## config.mk

```make
export PLATFORM = sky130hd
export DESIGN_NAME = mem_access_unit
export DESIGN_NICKNAME = d
export VERILOG_FILES = /design/src/rtl/mem_access_pkg.sv /design/src/rtl/mem_lane_align.sv /design/src/rtl/mem_access_unit.sv
export SDC_FILE = /design/constraint.sdc
export NUM_CORES = 1
export LEC_CHECK = 0
export ABC_AREA = 1
export CELL_PAD_IN_SITES_DETAIL_PLACEMENT = 0
export CELL_PAD_IN_SITES_GLOBAL_PLACEMENT = 1
export CORE_MARGIN = 10
export CORE_UTILIZATION = 32
export DETAILED_ROUTE_END_ITERATION = 8
export PLACE_DENSITY = 0.9
export SLEW_MARGIN = 10
export SYNTH_ARGS = -nofsm -noshare
export SYNTH_HDL_FRONTEND = slang
export SYNTH_SLANG_ARGS = --single-unit
```

## constraint.sdc

```tcl
create_clock -name clk -period 2 [get_ports clk]
set_input_delay 0.6 -clock clk [delete_from_list [all_inputs] [get_ports clk]]
set_output_delay 0.6 -clock clk [all_outputs]
set_load 0.005 [all_outputs]
```

## src/rtl/mem_access_pkg.sv

```systemverilog
// Shared definitions for the data-memory access stage.
// Contents: dm_ctrl access-type codes, FSM state encoding, access-size
// decode helpers and the default bus timeout.
package mem_access_pkg;

    localparam logic [2:0] DM_WORD   = 3'b000;
    localparam logic [2:0] DM_HALF_S = 3'b001;
    localparam logic [2:0] DM_HALF_U = 3'b010;
    localparam logic [2:0] DM_BYTE_S = 3'b011;
    localparam logic [2:0] DM_BYTE_U = 3'b100;

    localparam int unsigned TIMEOUT_DEFAULT = 64;

    typedef enum logic [1:0] {
        ST_IDLE = 2'd0,
        ST_BUS  = 2'd1,
        ST_RESP = 2'd2
    } state_t;

    typedef enum logic [1:0] {
        SZ_BYTE = 2'd0,
        SZ_HALF = 2'd1,
        SZ_WORD = 2'd2
    } size_t;

    // Unused codes 101-111 fall through to word accesses.
    function automatic size_t access_size(input logic [2:0] ctrl);
        case (ctrl)
            DM_HALF_S, DM_HALF_U: return SZ_HALF;
            DM_BYTE_S, DM_BYTE_U: return SZ_BYTE;
            default:              return SZ_WORD;
        endcase
    endfunction

    function automatic logic sign_extend(input logic [2:0] ctrl);
        return (ctrl == DM_HALF_S) || (ctrl == DM_BYTE_S);
    endfunction

endpackage

```

## src/rtl/mem_lane_align.sv

```systemverilog
// Combinational byte-lane steering for a 32-bit word bus.
// Ports:
//   ctrl       in   dm_ctrl access type
//   addr_lo    in   byte offset within the word
//   wdata      in   right-aligned store data
//   rdata      in   raw bus read word
//   be         out  store byte enables
//   bus_wdata  out  lane-replicated store data
//   ext_rdata  out  lane-selected, sign/zero-extended load data
//   misaligned out  access crosses its natural alignment
module mem_lane_align
    import mem_access_pkg::*;
(
    input  logic [2:0]  ctrl,
    input  logic [1:0]  addr_lo,
    input  logic [31:0] wdata,
    input  logic [31:0] rdata,
    output logic [3:0]  be,
    output logic [31:0] bus_wdata,
    output logic [31:0] ext_rdata,
    output logic        misaligned
);

    logic [31:0] shifted;
    logic        sgn;

    // Lane selection, replication and extension per access size.
    always_comb begin
        be         = 4'hF;
        bus_wdata  = wdata;
        ext_rdata  = rdata;
        misaligned = 1'b0;
        sgn        = sign_extend(ctrl);
        shifted    = rdata >> {addr_lo, 3'b000};
        case (access_size(ctrl))
            SZ_BYTE: begin
                be        = 4'b0001 << addr_lo;
                bus_wdata = {4{wdata[7:0]}};
                ext_rdata = {{24{sgn & shifted[7]}}, shifted[7:0]};
            end
            SZ_HALF: begin
                be         = 4'b0011 << addr_lo;
                bus_wdata  = {2{wdata[15:0]}};
                ext_rdata  = {{16{sgn & shifted[15]}}, shifted[15:0]};
                misaligned = addr_lo[0];
            end
            default: begin
                misaligned = (addr_lo != 2'b00);
            end
        endcase
    end

endmodule

```

## src/rtl/mem_access_unit.sv

```systemverilog
// Data-memory access stage between the CPU core and a word-addressed bus.
// Ports:
//   clk, reset                 clock, async active-low reset
//   cpu_req/we/addr/wdata      core request, held until cpu_done
//   dm_ctrl                    access type
//   cpu_rdata/done/err         registered completion (one-cycle done pulse)
//   cpu_stall                  combinational core hold
//   bus_req/we/addr/be/wdata   registered bus request
//   bus_rdata, bus_ready       bus response
module mem_access_unit
    import mem_access_pkg::*;
#(
    parameter int unsigned TIMEOUT = TIMEOUT_DEFAULT,
    parameter int unsigned ADDR_W  = 32
) (
    input  logic              clk,
    input  logic              reset,
    input  logic              cpu_req,
    input  logic              cpu_we,
    input  logic [ADDR_W-1:0] cpu_addr,
    input  logic [31:0]       cpu_wdata,
    input  logic [2:0]        dm_ctrl,
    output logic [31:0]       cpu_rdata,
    output logic              cpu_done,
    output logic              cpu_err,
    output logic              cpu_stall,
    output logic              bus_req,
    output logic              bus_we,
    output logic [ADDR_W-1:0] bus_addr,
    output logic [3:0]        bus_be,
    output logic [31:0]       bus_wdata,
    input  logic [31:0]       bus_rdata,
    input  logic              bus_ready
);

    localparam int unsigned CNT_W = (TIMEOUT > 2) ? $clog2(TIMEOUT) : 1;

    state_t            state, state_n;
    logic              we_q, we_n;
    logic [2:0]        ctrl_q, ctrl_n;
    logic [1:0]        lo_q, lo_n;
    logic [CNT_W-1:0]  cnt, cnt_n;
    logic              bus_req_n, bus_we_n, done_n, err_n;
    logic [ADDR_W-1:0] bus_addr_n;
    logic [3:0]        bus_be_n;
    logic [31:0]       bus_wdata_n, rdata_n;

    logic [2:0]        al_ctrl;
    logic [1:0]        al_lo;
    logic [3:0]        al_be;
    logic [31:0]       al_wdata, al_ext;
    logic              al_mis;
    logic              timed_out;

    // Aligner sees the live request in IDLE and the latched one afterwards.
    assign al_ctrl   = (state == ST_IDLE) ? dm_ctrl : ctrl_q;
    assign al_lo     = (state == ST_IDLE) ? cpu_addr[1:0] : lo_q;
    assign timed_out = (TIMEOUT != 0) && (cnt == CNT_W'(TIMEOUT - 1));
    assign cpu_stall = cpu_req & (state != ST_RESP);

    mem_lane_align u_align (
        .ctrl       (al_ctrl),
        .addr_lo    (al_lo),
        .wdata      (cpu_wdata),
        .rdata      (bus_rdata),
        .be         (al_be),
        .bus_wdata  (al_wdata),
        .ext_rdata  (al_ext),
        .misaligned (al_mis)
    );

    // State and output registers.
    always_ff @(posedge clk or negedge reset) begin
        if (!reset) begin
            state     <= ST_IDLE;
            we_q      <= 1'b0;
            ctrl_q    <= DM_WORD;
            lo_q      <= 2'b00;
            cnt       <= '0;
            bus_req   <= 1'b0;
            bus_we    <= 1'b0;
            bus_addr  <= '0;
            bus_be    <= 4'h0;
            bus_wdata <= '0;
            cpu_rdata <= '0;
            cpu_done  <= 1'b0;
            cpu_err   <= 1'b0;
        end else begin
            state     <= state_n;
            we_q      <= we_n;
            ctrl_q    <= ctrl_n;
            lo_q      <= lo_n;
            cnt       <= cnt_n;
            bus_req   <= bus_req_n;
            bus_we    <= bus_we_n;
            bus_addr  <= bus_addr_n;
            bus_be    <= bus_be_n;
            bus_wdata <= bus_wdata_n;
            cpu_rdata <= rdata_n;
            cpu_done  <= done_n;
            cpu_err   <= err_n;
        end
    end

    // Next-state and next-output logic.
    always_comb begin
        state_n     = state;
        we_n        = we_q;
        ctrl_n      = ctrl_q;
        lo_n        = lo_q;
        cnt_n       = cnt;
        bus_req_n   = bus_req;
        bus_we_n    = bus_we;
        bus_addr_n  = bus_addr;
        bus_be_n    = bus_be;
        bus_wdata_n = bus_wdata;
        rdata_n     = cpu_rdata;
        done_n      = 1'b0;
        err_n       = 1'b0;
        case (state)
            ST_IDLE: begin
                if (cpu_req) begin
                    we_n        = cpu_we;
                    ctrl_n      = dm_ctrl;
                    lo_n        = cpu_addr[1:0];
                    bus_addr_n  = {cpu_addr[ADDR_W-1:2], 2'b00};
                    bus_wdata_n = al_wdata;
                    if (al_mis) begin
                        state_n = ST_RESP;
                        done_n  = 1'b1;
                        err_n   = 1'b1;
                        rdata_n = '0;
                    end else begin
                        state_n   = ST_BUS;
                        bus_req_n = 1'b1;
                        bus_we_n  = cpu_we;
                        bus_be_n  = cpu_we ? al_be : 4'hF;
                        cnt_n     = '0;
                    end
                end
            end
            ST_BUS: begin
                if (bus_ready || timed_out) begin
                    state_n   = ST_RESP;
                    done_n    = 1'b1;
                    err_n     = !bus_ready;
                    rdata_n   = (bus_ready && !we_q) ? al_ext : 32'h0;
                    bus_req_n = 1'b0;
                    bus_we_n  = 1'b0;
                    bus_be_n  = 4'h0;
                end else begin
                    cnt_n = cnt + CNT_W'(1);
                end
            end
            ST_RESP: begin
                state_n = ST_IDLE;
            end
            default: begin
                state_n = ST_IDLE;
            end
        endcase
    end

endmodule

```

==> results of run 1 <==
[placed cells by master (no fill, tap or decap), types with 7 or more instances in the layout]
cell type and count:
dfrtp_1 116, o21ai_1 7, buf_4 47, inv_1 58, a21oi_1 26, nor2_1 66
inv_2 8, nand2_1 316, clkdlybuf4s50_1 201, nand2_2 15, buf_12 15, clkbuf_16 18
nand3_1 87, o21ai_0 49
[power by group through the flow]
stage | Clock [mW] | Sequential (mW) | Combinational [mW]
after CTS | 2.99 | 3.86 | 8.66
after global routing | 3.10 | 3.98 | 10.0
after detailed placement | 0 | 3.88 | 8.63
after floorplan | 0 | 3.89 | 4.17
after global placement | 0 | 3.84 | 8.56
final | 2.91 | 3.85 | 9.01
[metrics by stage]
step,util [%],TNS [ps],setup WS (ps)
floorplan,-,0,250
global placement,47.3,-18520,-317
detailed placement,47.3,-21850,-361
CTS,50.3,0,13.2
global route,51.0,-511,-46.3
finish,51.0,0,55.3
[timing repair]
item,in CTS,in global routing
cloned,0,2
buffers inserted,0,5
endpoints found under the setup margin,2,41
resized for setup,5,22
pin swaps,0,3
[worst min path at each step]
stage            startpoint  cells past startpoint            to  slack (ps)
6_report              reset                      1      cpu_done         130
5_1_grt               reset                      1      cpu_done         150
4_1_cts               reset                      1      cpu_done         130
3_5_place_dp   bus_addr[23]                      2  bus_addr[23]         460
3_3_place_gp    bus_addr[7]                      2   bus_addr[7]         450
2_1_floorplan         reset                      0  bus_addr[10]         300
[cell type report]
class                           instances  area [sq um]  area share, %
Sequential cell                       116          2900           30.5
Multi-Input combinational cell        604          2730           28.7
Timing Repair Buffer                  270          2750           29.0
Tap cell                              234           293           3.08
Clock buffer                           19           433           4.56
Clock inverter                         13           128           1.34
Inverter                               68           265           2.79
[state kept, by name, indices dropped and copies added, names as in the netlist]
name / flops
cpu_rdata: 32
ctrl_q: 3
bus_addr: 30
cpu_done: 1
cnt: 6
lo_q: 2
cpu_err: 1
bus_req: 1
bus_wdata: 32
state: 2
bus_we: 1
we_q: 1
bus_be: 4
[routing by layer]
metal	wire, um	global-route usage [%]	up-vias	part of all wire [%]
li1	-	-	3088	-
met1	9060	20.7	2891	42
met2	9900	26.9	227	46
met3	2420	9.03	11	11
met4	170	4.32	0	0.79
met5	0	0	-	0
[cells by family after synthesis]
family | synth area share, %
AOI/OAI and AO/OA | 7.47
xor gates and xnor gates | 0.145
adders and majority gates | 0.207
buffers and inverters | 7.69
DFF | 48.1
other | 0.0622
and+or+nand+nor | 36.3
==> metrics.cfg, run 1 <==
[setup_path]
rr_startpoint = state[0]
reg2reg_slack_ps = 110
crit_slowest_cell = clkdlybuf4s50_1
critPathLaunch = cpu_rdata[20]
crit_chain = clkdlybuf4s50_1
critPathTopFamily = buffers and inverters
endpoint = cpu_rdata[20]
critPathCaptureType = primary output
cp_num_cells = 1
worst-path-buf-inv = 1
timing.rr.end = cpu_rdata[31]
worstSetupPathType = flop to primary output
cp.required_ps = 1400
crit_fanout = 2
cp_data_arrival_time_ps = 1340
critPathMaxStageDelay_ps = 560
start_kind = flop
reg2reg_depth = 12

[cells_and_area]
fin_area_sq_um = 9500
n_antenna_cell = 0
fin_cells = 1324
final_nets = 1182
nFillCells = 1819
area_growth_pct = 57.5
drive_gt1_share_pct = 13.0

[logic_synthesis]
yosysSeqAreaShare_pct = 48.1
yosysMostFrequentCell = nand2_1
syn_area_per_cell_sq_um = 7.29
synthDominantCellAreaShare_pct = 48.1
synth_area_sq_um = 6030
synth_edf_count = 0
yosys_most_used_dff = dfrtp_1
synth_area_leader_cell = dfrtp_1
synthDistinctLibCells = 30
synth-async-reset-ratio_pct = 100
syn_inst = 828
synthTopCellsByCount = 321 x nand2_1, 116 x dfrtp_1, 88 x nand3_1, 68 x nor2_1, 58 x inv_1
ys_ff_latch = 116
yosys_warnings = 0
yosys-top-cells-area = dfrtp_1 48%, nand2_1 20%, nand3_1 7.3%

[clock_tree]
cts_root_buffer = clkbuf_16
cts_buffers = 17
clk_pin_slew_ps = 60
clk_latency_ps = 420
cts.htree.levels = 4
cts_tree = yes
clockBufferDepth = 2
cts_sinks = 116
holdBufCountCts = 0

[sta]
max_freq_mhz = 514
setup_violations = 0
fin_crit_sh_pct = 97.2
finalCriticalPeriod_ps = 1940
hold-worst-slack_ps = 130
grt_setup_unrepaired = true
final-hold-violation-count = 0
final-max-slew-violation-count = 0
clock_skew_ps = 10.3

[placed_design]
place_area_sq_um = 8820
io_buffers = 206
dp.cells = 1285
hpwl_mm = 16.4
gp_congestion = 0.847

[route]
first_iter_violations = 338
routed_via_density = 4.70
drc = 0
drtPass1Iterations = 5
finalWirelength_mm = 21.6
ant_nets = 0
drt-wirelength-per-cell_um = 16.3
num_vias = 6217

[global_route]
grt_pass1_vias = 6206
gr-total-overflow = 0
antenna_found_initial = 0
grt_usage_pct = 17.3
grt_pass1_wl_mm = 33.5
grt_max_degree = 39

[power_and_ir_drop]
p_seq_share_pct = 24.4
switching_share_pct = 40.6
p_int_mw = 9.36
p_comb_share_pct = 57.1
power.total_mw = 15.8
vdd_drop_max_v = 0.000918
p_clk_share_pct = 18.5
p_switching_mw = 6.41
power.leakage_nw = 4.72
powerDensity_nw_per_um2 = 1660

[floorplanning]
coreArea_sq_um = 18600
rows = 50
dieHeight_um = 157
initial_core_util_pct = 32.4
io_pins = 209
die_w_um = 157
dieArea_sq_um = 24700

[hold_path]
hp-class = input port to asynchronous set/reset pin

[outcome]
status = finished, final reports clean

[job]
maxCapViolCount = 0

(Power assumes the default switching activity.)
==> run 2: changes to the inputs <==
SKIP_LAST_GASP = 1   (was unset)
==> results of run 2 <==
No change in the layout: final DEF, timing and power equal those of run 1.
